`config.mk`:
```
export PLATFORM = sky130hd
export DESIGN_NAME = feature_bank_ctrl
export DESIGN_NICKNAME = d
export VERILOG_FILES = /design/src/rtl/feature_bank_pkg.sv /design/src/rtl/feature_bank_ctrl_sat_counter.sv /design/src/rtl/feature_bank_ctrl.sv
export SDC_FILE = /design/constraint.sdc
export NUM_CORES = 1
export LEC_CHECK = 0
export ABC_AREA = 1
export CAP_MARGIN = 10
export CORE_MARGIN = 1.5
export CORE_UTILIZATION = 45
export DETAILED_ROUTE_END_ITERATION = 8
export GPL_TIMING_DRIVEN = 0
export PLACE_DENSITY_LB_ADDON = 0.1
export SYNTH_ARGS = -nofsm -noshare
export SYNTH_HDL_FRONTEND = slang
export SYNTH_HIERARCHICAL = 1
export SYNTH_SLANG_ARGS = --single-unit
```
`constraint.sdc`:
```
create_clock -name clock -period 2.22 [get_ports clock]
set_input_delay 0.333 -clock clock [delete_from_list [all_inputs] [get_ports clock]]
set_output_delay 0.333 -clock clock [all_outputs]
set_load 0.005 [all_outputs]
```
`src/rtl/feature_bank_pkg.sv`:
```
// Shared definitions for the double-buffered feature bank controller:
// custom-instruction op codes, bank and FSM state encodings, STATUS word
// layout and the result returned when a blocking ACQUIRE times out.
package feature_bank_pkg;

  typedef enum logic [1:0] {
    OP_ACQUIRE   = 2'd0,
    OP_RELEASE   = 2'd1,
    OP_STATUS    = 2'd2,
    OP_CLEARDROP = 2'd3
  } ci_op_e;

  typedef enum logic [1:0] {
    BANK_FREE   = 2'd0,
    BANK_FILLED = 2'd1,
    BANK_HELD   = 2'd2
  } bank_state_e;

  typedef enum logic [1:0] {
    ST_IDLE = 2'd0,
    ST_WAIT = 2'd1,
    ST_DONE = 2'd2
  } fsm_state_e;

  localparam int unsigned DROP_WIDTH            = 32'd16;
  localparam int unsigned STATUS_WRITE_BANK_BIT = 32'd0;
  localparam int unsigned STATUS_ANY_FILLED_BIT = 32'd1;
  localparam int unsigned STATUS_BANK_HELD_BIT  = 32'd2;
  localparam int unsigned STATUS_DROP_LSB       = 32'd16;

  localparam logic [31:0] TIMEOUT_RESULT = 32'hFFFF_FFFF;

  // Assemble the STATUS response word from its fields.
  function automatic logic [31:0] pack_status(input logic [15:0] drop,
                                              input logic        held,
                                              input logic        any_filled,
                                              input logic        write_bank);
    logic [31:0] s;
    s = 32'd0;
    s[STATUS_DROP_LSB +: 16]  = drop;
    s[STATUS_BANK_HELD_BIT]   = held;
    s[STATUS_ANY_FILLED_BIT]  = any_filled;
    s[STATUS_WRITE_BANK_BIT]  = write_bank;
    return s;
  endfunction

endpackage

```
`src/rtl/feature_bank_ctrl_sat_counter.sv`:
```
// Saturating up-counter with synchronous clear (clear wins over increment).
// Used for the dropped-frame count of feature_bank_ctrl.
module sat_counter #(
  parameter int unsigned WIDTH = 32'd16
) (
  input  logic             clk_i,
  input  logic             rst_ni,
  input  logic             inc_i,
  input  logic             clr_i,
  output logic [WIDTH-1:0] count_o
);

  localparam logic [WIDTH-1:0] CNT_MAX = {WIDTH{1'b1}};

  logic [WIDTH-1:0] count_q;
  logic [WIDTH-1:0] count_d;

  // Next count: clear first, otherwise increment until the ceiling.
  always_comb begin
    count_d = count_q;
    if (clr_i) begin
      count_d = {WIDTH{1'b0}};
    end else if (inc_i && (count_q != CNT_MAX)) begin
      count_d = count_q + WIDTH'(1);
    end else begin
      count_d = count_q;
    end
  end

  // Count register.
  always_ff @(posedge clk_i or negedge rst_ni) begin
    if (!rst_ni) begin
      count_q <= {WIDTH{1'b0}};
    end else begin
      count_q <= count_d;
    end
  end

  assign count_o = count_q;

endmodule

```
`src/rtl/feature_bank_ctrl.sv`:
```
// Two-bank feature buffer arbiter between a frame producer and a CPU that
// talks to it through a custom instruction (ACQUIRE / RELEASE / STATUS /
// CLEARDROP). A frame completion is applied before the CPU op of the same
// cycle. Build option FEATURE_BANK_TIMEOUT_EN bounds a blocking ACQUIRE to
// TIMEOUT_CYCLES wait cycles; without it the wait is unbounded.
module feature_bank_ctrl
  import feature_bank_pkg::*;
#(
  parameter logic [7:0]  CUSTOM_INSTRUCTION_ID = 8'd42,
  parameter int unsigned TIMEOUT_CYCLES        = 32'd1000000
) (
  input  logic        clock,
  input  logic        reset,
  input  logic        frameDone,
  input  logic [31:0] frameFeatures,
  output logic        writeBank,
  output logic        readBank,
  output logic        bankHeld,
  input  logic        ciStart,
  input  logic        ciCke,
  input  logic [7:0]  ciN,
  input  logic [31:0] ciValueA,
  input  logic [31:0] ciValueB,
  output logic [31:0] ciResult,
  output logic        ciDone
);

  fsm_state_e  fsm_q, fsm_d;
  bank_state_e bank_state_q [2];
  bank_state_e bank_state_d [2];
  logic [31:0] bank_count_q [2];
  logic [31:0] bank_count_d [2];
  logic        write_bank_q, write_bank_d;
  logic        read_bank_q, read_bank_d;
  logic        bank_held_q, bank_held_d;
  logic        ci_done_q, ci_done_d;
  logic [31:0] ci_result_q, ci_result_d;

  logic        accept_s;
  ci_op_e      op_s;
  logic        other_bank_s;
  logic        try_acquire_s;
  logic        timeout_hit_s;
  logic        drop_inc_s;
  logic        drop_clr_s;
  logic [15:0] drop_count_s;

  assign accept_s     = ciStart && ciCke && (ciN == CUSTOM_INSTRUCTION_ID) && (fsm_q == ST_IDLE);
  assign op_s         = ci_op_e'(ciValueA[1:0]);
  assign other_bank_s = ~write_bank_q;

`ifdef FEATURE_BANK_TIMEOUT_EN
  logic [31:0] wait_cnt_q;

  assign timeout_hit_s = (fsm_q == ST_WAIT) && (wait_cnt_q == (TIMEOUT_CYCLES - 32'd1));

  // Count consecutive cycles spent waiting for a filled bank.
  always_ff @(posedge clock or negedge reset) begin
    if (!reset) begin
      wait_cnt_q <= 32'd0;
    end else if (fsm_q == ST_WAIT) begin
      wait_cnt_q <= wait_cnt_q + 32'd1;
    end else begin
      wait_cnt_q <= 32'd0;
    end
  end

  logic unused_ok;
  assign unused_ok = ^{ciValueB, ciValueA[31:2]};
`else
  assign timeout_hit_s = 1'b0;

  logic unused_ok;
  assign unused_ok = ^{ciValueB, ciValueA[31:2], TIMEOUT_RESULT, 32'(TIMEOUT_CYCLES)};
`endif

  // Apply the frame completion, then the CPU op against the updated banks.
  always_comb begin
    fsm_d         = fsm_q;
    bank_state_d  = bank_state_q;
    bank_count_d  = bank_count_q;
    write_bank_d  = write_bank_q;
    read_bank_d   = read_bank_q;
    bank_held_d   = bank_held_q;
    ci_done_d     = 1'b0;
    ci_result_d   = 32'd0;
    drop_inc_s    = 1'b0;
    drop_clr_s    = 1'b0;
    try_acquire_s = 1'b0;

    // Producer side: the write bank is never FILLED/HELD, so only the
    // other bank decides what happens to the finished frame.
    if (frameDone) begin
      case (bank_state_q[other_bank_s])
        BANK_FREE: begin
          bank_state_d[write_bank_q] = BANK_FILLED;
          bank_count_d[write_bank_q] = frameFeatures;
          write_bank_d               = other_bank_s;
        end
        BANK_FILLED: begin
          // Keep the newest frame; the stale one is recycled as write bank.
          bank_state_d[write_bank_q] = BANK_FILLED;
          bank_count_d[write_bank_q] = frameFeatures;
          bank_state_d[other_bank_s] = BANK_FREE;
          write_bank_d               = other_bank_s;
          drop_inc_s                 = 1'b1;
        end
        BANK_HELD: begin
          drop_inc_s = 1'b1;
        end
        default: begin
          drop_inc_s = 1'b0;
        end
      endcase
    end else begin
      drop_inc_s = 1'b0;
    end

    // CPU side.
    case (fsm_q)
      ST_IDLE: begin
        if (accept_s) begin
          case (op_s)
            OP_ACQUIRE: begin
              if (bank_held_q) begin
                bank_state_d[read_bank_q] = BANK_FREE;
                bank_held_d               = 1'b0;
              end else begin
                bank_held_d = 1'b0;
              end
              try_acquire_s = 1'b1;
            end
            OP_RELEASE: begin
              if (bank_held_q) begin
                bank_state_d[read_bank_q] = BANK_FREE;
                bank_held_d               = 1'b0;
              end else begin
                bank_held_d = 1'b0;
              end
              ci_done_d = 1'b1;
              fsm_d     = ST_DONE;
            end
            OP_STATUS: begin
              ci_result_d = pack_status(drop_count_s, bank_held_d,
                                        (bank_state_d[0] == BANK_FILLED) ||
                                        (bank_state_d[1] == BANK_FILLED),
                                        write_bank_d);
              ci_done_d   = 1'b1;
              fsm_d       = ST_DONE;
            end
            OP_CLEARDROP: begin
              ci_result_d = {16'd0, drop_count_s};
              drop_clr_s  = 1'b1;
              ci_done_d   = 1'b1;
              fsm_d       = ST_DONE;
            end
            default: begin
              fsm_d = ST_IDLE;
            end
          endcase
        end else begin
          fsm_d = ST_IDLE;
        end
      end
      ST_WAIT: begin
        try_acquire_s = 1'b1;
      end
      ST_DONE: begin
        fsm_d = ST_IDLE;
      end
      default: begin
        fsm_d = ST_IDLE;
      end
    endcase

    // ACQUIRE resolution: only the non-write bank can hold a frame.
    if (try_acquire_s) begin
      if (bank_state_d[~write_bank_d] == BANK_FILLED) begin
        bank_state_d[~write_bank_d] = BANK_HELD;
        read_bank_d                 = ~write_bank_d;
        bank_held_d                 = 1'b1;
        ci_result_d                 = bank_count_d[~write_bank_d];
        ci_done_d                   = 1'b1;
        fsm_d                       = ST_DONE;
      end else if (timeout_hit_s) begin
        bank_held_d = 1'b0;
        ci_result_d = TIMEOUT_RESULT;
        ci_done_d   = 1'b1;
        fsm_d       = ST_DONE;
      end else begin
        fsm_d = ST_WAIT;
      end
    end else begin
      read_bank_d = read_bank_d;
    end
  end

  // State and registered outputs.
  always_ff @(posedge clock or negedge reset) begin
    if (!reset) begin
      fsm_q           <= ST_IDLE;
      bank_state_q[0] <= BANK_FREE;
      bank_state_q[1] <= BANK_FREE;
      bank_count_q[0] <= 32'd0;
      bank_count_q[1] <= 32'd0;
      write_bank_q    <= 1'b0;
      read_bank_q     <= 1'b0;
      bank_held_q     <= 1'b0;
      ci_done_q       <= 1'b0;
      ci_result_q     <= 32'd0;
    end else begin
      fsm_q        <= fsm_d;
      bank_state_q <= bank_state_d;
      bank_count_q <= bank_count_d;
      write_bank_q <= write_bank_d;
      read_bank_q  <= read_bank_d;
      bank_held_q  <= bank_held_d;
      ci_done_q    <= ci_done_d;
      ci_result_q  <= ci_result_d;
    end
  end

  sat_counter #(
    .WIDTH (DROP_WIDTH)
  ) u_drop_count (
    .clk_i   (clock),
    .rst_ni  (reset),
    .inc_i   (drop_inc_s),
    .clr_i   (drop_clr_s),
    .count_o (drop_count_s)
  );

  assign writeBank = write_bank_q;
  assign readBank  = read_bank_q;
  assign bankHeld  = bank_held_q;
  assign ciDone    = ci_done_q;
  assign ciResult  = ci_result_q;

endmodule

```
==> metrics.cfg, run 1 <==
[grt]
grtUsageTotal_pct=26.2
grt_pass1_vias=5546
antenna_found_initial=0
global_route_wire_length_before_repair_um=28700
global_route.overflow_total=0
maximum_number_of_pins_on_one_net_before_global_route_repair=89

[detailed_routing]
post_drt_via_cell_ratio=5.21
drt_pre_antenna_iters=5
detail_route.drc_violations=0
post_drt_wl_per_cell_um=16.2
antenna_nets_post_route=0
num_vias=5694
drt-total-wl_um=17700
detail_route.iter0.violations=562

[clocking]
cts_inserted_buffers=17
tritoncts=yes
h-tree-depth=4
largest_buffer_count_on_any_clock_path=2
clock-sinks=122
cts_root_buf=sky130_fd_sc_hd__clkbuf_16
insertion_delay_ns=0.42
clk_pin_slew_worst_setup_hold_paths_ns=0.06

[run]
max_cap_viol_count=0

[timing]
worst_slew_pin_slew_ns=0.582
timing_max_transition_violations_final=0
final.setup.tns_ns=-0.103
grt_setup_unrepaired=true
worst_slack_on_hold_paths_ns=0.379
fmax_mhz=443
finalHoldViolations=0
slew-limit-headroom_pct=61.2
setup_violations=7
final.period_utilization_pct=102
worst_clock_skew_ns=0.00561
final.min_clock_period_ns=2.26
finalWorstSetupSlack_ns=-0.0380

[layout]
syn2layout_area_growth_pct=37.2
finish.cell_count_without_fillers=1093
drive_gt1_share_pct=15.6
fin_nets=1018
antennaDiodeCount=0

[logic_synthesis]
syn_avg_cell_area_um2=7.86
synth_sequential_area_ratio_pct=49.8
synthesized_area_um2=6130
synth_cells=780
yosys_warnings=6
synth_cell_type_count=34
yosys_register_bits=122
post_synth_net_total=894

[place]
port-buffer-count=82
preCtsSetupSlack_ns=-0.586
dp.cells=1039
place_congestion=0.893
hpwlAfterDp_um=11900

[critical_path]
path_class=flop to flop
timing.critical_path.cells=buf_6 > o21ai_4 > ha_4 > nand2_4 > nand2_4 > buf_8 > nand2_8 > nand2_4 > nand2_4 > inv_4 > nand3_4 > nand2_8 > buf_6 > nand4_1 > nand2_2
cp-end-kind=flop
data_required_time_of_the_worst_path_ns=2.57
critPathSlowestCell=sky130_fd_sc_hd__dfrtp_1
start_kind=flop
cp_slowest_stage_delay_ns=0.38
timing.critical_path.max_delay_family=simple AND/OR/NAND/NOR gates
cpMostUsedCell=sky130_fd_sc_hd__nand2_4
crit_path_max_fanout=7
worst_ep_arrival_time_ns=2.61
critical_path_buffer_and_inverter_count=4

[floorplan]
fp-row-count=42
floorplan.die.height_um=120
initial_utilization_pct=46.1
ioPinCount=145
design.die.area_um2=14300
coreArea_um2=13300
die-width_um=120

[power_and_ir_drop]
power_density_nw_per_um2=611
p_total_mw=5.14
ir_worst_vdd_uv=399
p_leak_nw=4.21

[run_status]
failing_checks=setup timing
run_status=complete, but fails checks

[hold_path]
hold_class=input pin to asynchronous set/reset pin

-- synthesized netlist by cell type --
cell type / instances / area (um2)
sky130_fd_sc_hd__a21boi_1: 1 / 7.51
sky130_fd_sc_hd__a21oi_1: 5 / 25.0
sky130_fd_sc_hd__buf_1: 3 / 11.3
sky130_fd_sc_hd__buf_2: 14 / 70.1
sky130_fd_sc_hd__buf_4: 3 / 22.5
sky130_fd_sc_hd__buf_6: 11 / 124
sky130_fd_sc_hd__clkbuf_1: 10 / 37.5
sky130_fd_sc_hd__clkinv_1: 1 / 3.75
sky130_fd_sc_hd__clkinv_2: 1 / 5.00
sky130_fd_sc_hd__dfrtp_1: 122 / 3050
sky130_fd_sc_hd__ha_1: 5 / 62.6
sky130_fd_sc_hd__inv_1: 95 / 357
sky130_fd_sc_hd__inv_2: 4 / 15.0
sky130_fd_sc_hd__nand2_1: 257 / 965
sky130_fd_sc_hd__nand2_2: 10 / 62.6
sky130_fd_sc_hd__nand2_4: 4 / 45.0
sky130_fd_sc_hd__nand3_1: 69 / 345
sky130_fd_sc_hd__nand3_2: 1 / 10.0
sky130_fd_sc_hd__nand3b_1: 1 / 7.51
sky130_fd_sc_hd__nand4_1: 45 / 282
sky130_fd_sc_hd__nor2_1: 24 / 90.1
sky130_fd_sc_hd__nor2_2: 1 / 6.26
sky130_fd_sc_hd__nor2_4: 2 / 22.5
sky130_fd_sc_hd__nor3_1: 2 / 10.0
sky130_fd_sc_hd__nor4b_2: 1 / 15.0
sky130_fd_sc_hd__o21a_1: 1 / 7.51
sky130_fd_sc_hd__o21ai_0: 63 / 315
sky130_fd_sc_hd__o21ai_1: 14 / 70.1
sky130_fd_sc_hd__o21ai_4: 1 / 16.3
sky130_fd_sc_hd__o21bai_1: 2 / 15.0
sky130_fd_sc_hd__o22ai_1: 1 / 6.26
sky130_fd_sc_hd__or2_2: 1 / 6.26
sky130_fd_sc_hd__xnor2_1: 2 / 17.5
sky130_fd_sc_hd__xor2_1: 3 / 26.3
-- cells in the final DEF, fill, tap and decap left out, types with 15 or more instances in the layout --
cell type,n
sky130_fd_sc_hd__nand2_1,248
sky130_fd_sc_hd__dfrtp_1,122
sky130_fd_sc_hd__inv_1,94
sky130_fd_sc_hd__clkdlybuf4s50_1,81
sky130_fd_sc_hd__nand3_1,66
sky130_fd_sc_hd__nand4_1,45
sky130_fd_sc_hd__o21ai_1,44
sky130_fd_sc_hd__nor2_1,24
sky130_fd_sc_hd__o21ai_0,22
sky130_fd_sc_hd__buf_4,19
sky130_fd_sc_hd__clkbuf_16,18
sky130_fd_sc_hd__buf_6,15
-- power breakdown --
part / internal (mW) / switching [mW]
Combinational: 0.0828 / 0.0856
Clock: 1.79 / 0.963
Sequential: 2.23 / 0
Total: 4.10 / 1.05
-- cell type report --
cell class,instances,area (um2)
plain buffers,40,388
clock buffers,24,502
clock inverters,8,90.1
fillers,1146,4880
inverters,101,393
multi-input cells,516,2660
flip-flops and latches,122,3050
well taps,176,220
repair buffers,106,1110
-- metal layers --
layer | routed length, um | global-route usage [%]
met1 | 8090 | 35.8
met2 | 8180 | 40.9
met3 | 934 | 4.47
met4 | 540 | 12.0
met5 | 0 | 0
-- path summary, 6_finish.rpt --
check,start,endpoint,slack (ns),cells past startpoint
min reg2reg,bank_count_q[43],bank_count_q[43],0.47,2
min in group clock,bank_count_q[43],bank_count_q[43],0.47,2
min,reset,bank_count_q[21],0.38,2
max,writeBank,ciResult[22],-0.04,15
max in group asynchronous,reset,u_drop_count/count_o[15],1.10,3
max reg2reg,writeBank,ciResult[22],-0.04,15
-- sequential cells by signal, indices dropped and copies added (netlist names), 2 cells and up --
| name | flops |
|---|---|
| bank_state_q | 4 |
| u_drop_count/count_o | 16 |
| fsm_q | 2 |
| ciResult | 32 |
| bank_count_q | 64 |
-- logic make-up after synthesis --
group | count (synthesis) | share of synthesized area, %
adder cells (fa/ha/maj) | 5 | 1.02
buffers and inverters | 142 | 10.5
flip-flops | 122 | 49.8
XOR/XNOR | 5 | 0.714
AO/OA/AOI/OAI | 88 | 7.55
AND/OR/NAND/NOR | 418 | 30.4
-- per-stage QoR --
step                util [%]  instance area, um2
floorplan                  -                6130
global placement        54.0                7180
detailed placement      54.2                7200
CTS                     62.3                8280
global route            63.3                8420
finish                  63.3                8420
-- timing repair --
action                                  CTS  global route
endpoints found under the setup margin   84            51
resized for setup                        81            57
hold buffers                              1             0
pin swaps                                15            26
setup buffers                            14             3
hold endpoints to repair                 34             0
cloned                                    5             0
Power figures use the tool's default switching activity.
==> run 2: changes to the inputs <==
- CORE_ASPECT_RATIO: default -> 1.4
==> run 2 against run 1 <==
The flow still finishes with violations (setup timing); maximum frequency fell by 1.6%; final area about the same; sequential share of layout area about the same; via count increased by 0.46%; register-to-register slack worse by 0.04 ns; clock skew grew 0.0049 ns; critical endpoint is now ciResult[11]; largest cell class unchanged.
==> metrics.cfg, run 2 (synthesis gave the netlist of run 1 again) <==
[grt]
grtUsageTotal_pct=26.3  ; was 26.2%
global_route_wire_length_before_repair_um=28600  ; was 28700 um
global_route.usage.met2_pct=45.0  ; was 40.9%
grt.busiest_layer=met2  ; unchanged
grt_pass1_vias=5613  ; was 5546
global_route.overflow_total=0  ; unchanged
grt_use_met1_pct=31.9  ; was 35.8%
maximum_number_of_pins_on_one_net_before_global_route_repair=73  ; was 89
grt_util_met3_pct=4.96  ; was 4.47%
antenna_found_initial=1  ; was 0

[clocking]
cts_root_buf=sky130_fd_sc_hd__clkbuf_16  ; unchanged
clock-sinks=122  ; unchanged
clk_pin_slew_worst_setup_hold_paths_ns=0.05  ; was 0.06 ns
tritoncts=yes  ; unchanged
insertion_delay_ns=0.41  ; was 0.42 ns
largest_buffer_count_on_any_clock_path=2  ; unchanged
h-tree-depth=4  ; unchanged
cts_inserted_buffers=17  ; unchanged

[detailed_routing]
num_vias=5720  ; was 5694
post_drt_wl_per_cell_um=16.5  ; was 16.2 um
post_drt_via_cell_ratio=5.20  ; was 5.21
drt_pre_antenna_iters=5  ; unchanged
detail_route.drc_violations=0  ; unchanged
antenna_nets_post_route=0  ; unchanged
detail_route.iter0.violations=306  ; was 562
drt-total-wl_um=18200  ; was 17700 um

[layout]
fin_util_pct=63.2  ; was 63.3%
finish.cell_count_without_fillers=1100  ; was 1093
syn2layout_area_growth_pct=37.2  ; about the same
mostFrequentLayoutCell=sky130_fd_sc_hd__nand2_1  ; unchanged
drive_gt1_share_pct=15.3  ; was 15.6%
largest_register_ff_count=64  ; unchanged
max_flop_register=bank_count_q  ; unchanged
filler_cell_count=1173  ; was 1146
layout.cells.most_common_list=sky130_fd_sc_hd__nand2_1, sky130_fd_sc_hd__dfrtp_1, sky130_fd_sc_hd__inv_1  ; unchanged
fin_nets=1020  ; was 1018

[timing]
fmax_mhz=436  ; was 443 MHz
worst_slew_pin_slew_ns=0.605  ; was 0.582 ns
final.period_utilization_pct=103  ; was 102%
worst_clock_skew_ns=0.0105  ; was 0.00561 ns
finalHoldViolations=0  ; unchanged
finalWorstSetupSlack_ns=-0.0752  ; was -0.0380 ns
setup_violations=15  ; was 7
final.min_clock_period_ns=2.30  ; was 2.26 ns
grt_setup_unrepaired=true  ; unchanged
slew-limit-headroom_pct=59.5  ; was 61.2%
timing_max_transition_violations_final=0  ; unchanged

[place]
dp.cells=1045  ; was 1039
port-buffer-count=82  ; unchanged
preCtsSetupSlack_ns=-0.451  ; was -0.586 ns
hpwlAfterDp_um=12500  ; was 11900 um
place_congestion=0.835  ; was 0.893

[critical_path]
start_kind=flop  ; unchanged
cp-end-kind=flop  ; unchanged
data_required_time_of_the_worst_path_ns=2.56  ; was 2.57 ns
worst_ep_arrival_time_ns=2.64  ; was 2.61 ns
crit_path_max_fanout=8  ; was 7
path_class=flop to flop  ; unchanged

[run_status]
failing_checks=setup timing  ; unchanged
run_status=complete, but fails checks  ; unchanged

[power_and_ir_drop]
power_density_nw_per_um2=628  ; was 611 nW/um2
ir_worst_vdd_uv=482  ; was 399 uV
p_leak_nw=4.17  ; was 4.21 nW

[floorplan]
design.die.area_um2=14400  ; was 14300 um2
ioPinCount=145  ; unchanged
die-width_um=102  ; was 120 um
fp-row-count=50  ; was 42
initial_utilization_pct=46.0  ; was 46.1%
floorplan.die.height_um=141  ; was 120 um
coreArea_um2=13300  ; about the same

[run]
max_cap_viol_count=0  ; unchanged

[hold_path]
hold_class=input pin to asynchronous set/reset pin  ; unchanged

-- run 2: cell types whose count changed in the layout (fill, tap and decap cells not counted), sizes merged --
| cell | before | now |
|---|---|---|
| clkinv | 8 | 5 |
| buf | 50 | 56 |
| nand2 | 271 | 272 |
| diode | 0 | 1 |
| bufbuf | 2 | 0 |
| clkbuf | 36 | 31 |
| clkinvlp | 0 | 1 |
| bufinv | 2 | 4 |
-- run 2: what timing repair did --
| action | in CTS | in global routing |
|---|---|---|
| endpoints found under the setup margin | 84 | 52 |
| pin swaps | 7 | 17 |
| hold buffers | 1 | 0 |
| gates resized for setup | 43 | 63 |
| endpoints found under the hold margin | 50 | 0 |
| gates cloned | 1 | 2 |
| setup buffers | 8 | 14 |
-- run 2: final cells by class --
cell class              instances  area, um2  share of cell area [%]
diodes                          1       2.50                  0.0297
plain buffers                  39        342                    4.06
repair buffers                108       1120                    13.3
well taps                     182        228                    2.71
clock inverters                 8        143                    1.69
inverters                     101        388                    4.61
multi-input cells             517       2670                    31.7
clock buffers                  22        474                    5.63
flip-flops and latches        122       3050                    36.3
-- run 2: final timing paths --
| kind | from | to | slack (ns) | cells after the start |
|---|---|---|---|---|
| worst max register to register | writeBank | ciResult[11] | -0.08 | 15 |
| worst min-delay path | reset | bank_count_q[4] | 0.44 | 2 |
| max in group asynchronous | reset | bank_count_q[61] | 1.05 | 3 |
| worst min register to register | bank_count_q[34] | bank_count_q[34] | 0.47 | 2 |
| min in group clock | bank_count_q[34] | bank_count_q[34] | 0.47 | 2 |
| worst max-delay path | writeBank | ciResult[11] | -0.08 | 15 |
-- run 2: layer usage --
metal,vias up,routed length (um)
met5,-,0
met2,186,9540
met3,42,884
met4,0,493
met1,2750,7240
li1,2742,-
-- run 2: critical path: stages, from the launching register on --
cell and delay (ns):
sky130_fd_sc_hd__dfrtp_2 0.47, sky130_fd_sc_hd__o21a_4 0.27, sky130_fd_sc_hd__inv_4 0.06, sky130_fd_sc_hd__ha_4 0.13
sky130_fd_sc_hd__nand2_4 0.06, sky130_fd_sc_hd__nand2_4 0.10, sky130_fd_sc_hd__buf_12 0.14, sky130_fd_sc_hd__nand2_8 0.07
sky130_fd_sc_hd__nand2_2 0.07, sky130_fd_sc_hd__nand2_2 0.05, sky130_fd_sc_hd__inv_2 0.07, sky130_fd_sc_hd__nand3_4 0.13
sky130_fd_sc_hd__nand2_8 0.13, sky130_fd_sc_hd__buf_6 0.13, sky130_fd_sc_hd__nand4_1 0.19, sky130_fd_sc_hd__nand2_1 0.14
-- run 2: where the power goes --
part	switching [mW]	internal, mW	leakage (nW)
Clock	0.948	1.95	0.302
Combinational	0.0839	0.0827	2.36
Sequential	0	2.23	1.50
-- run 2: stage by stage --
stage                     area (um2)  TNS [ns]  hold slack, ns  total power [mW]
after floorplan                 6130         0          0.0374              2.28
after global placement          7180   -492.03           0.450              2.42
after detailed placement        7210    -22.14           0.315              2.43
after CTS                       8020   -0.0723           0.457              5.33
after global routing            8410     -2.81           0.477              5.45
final                           8420    -0.432           0.441              5.29
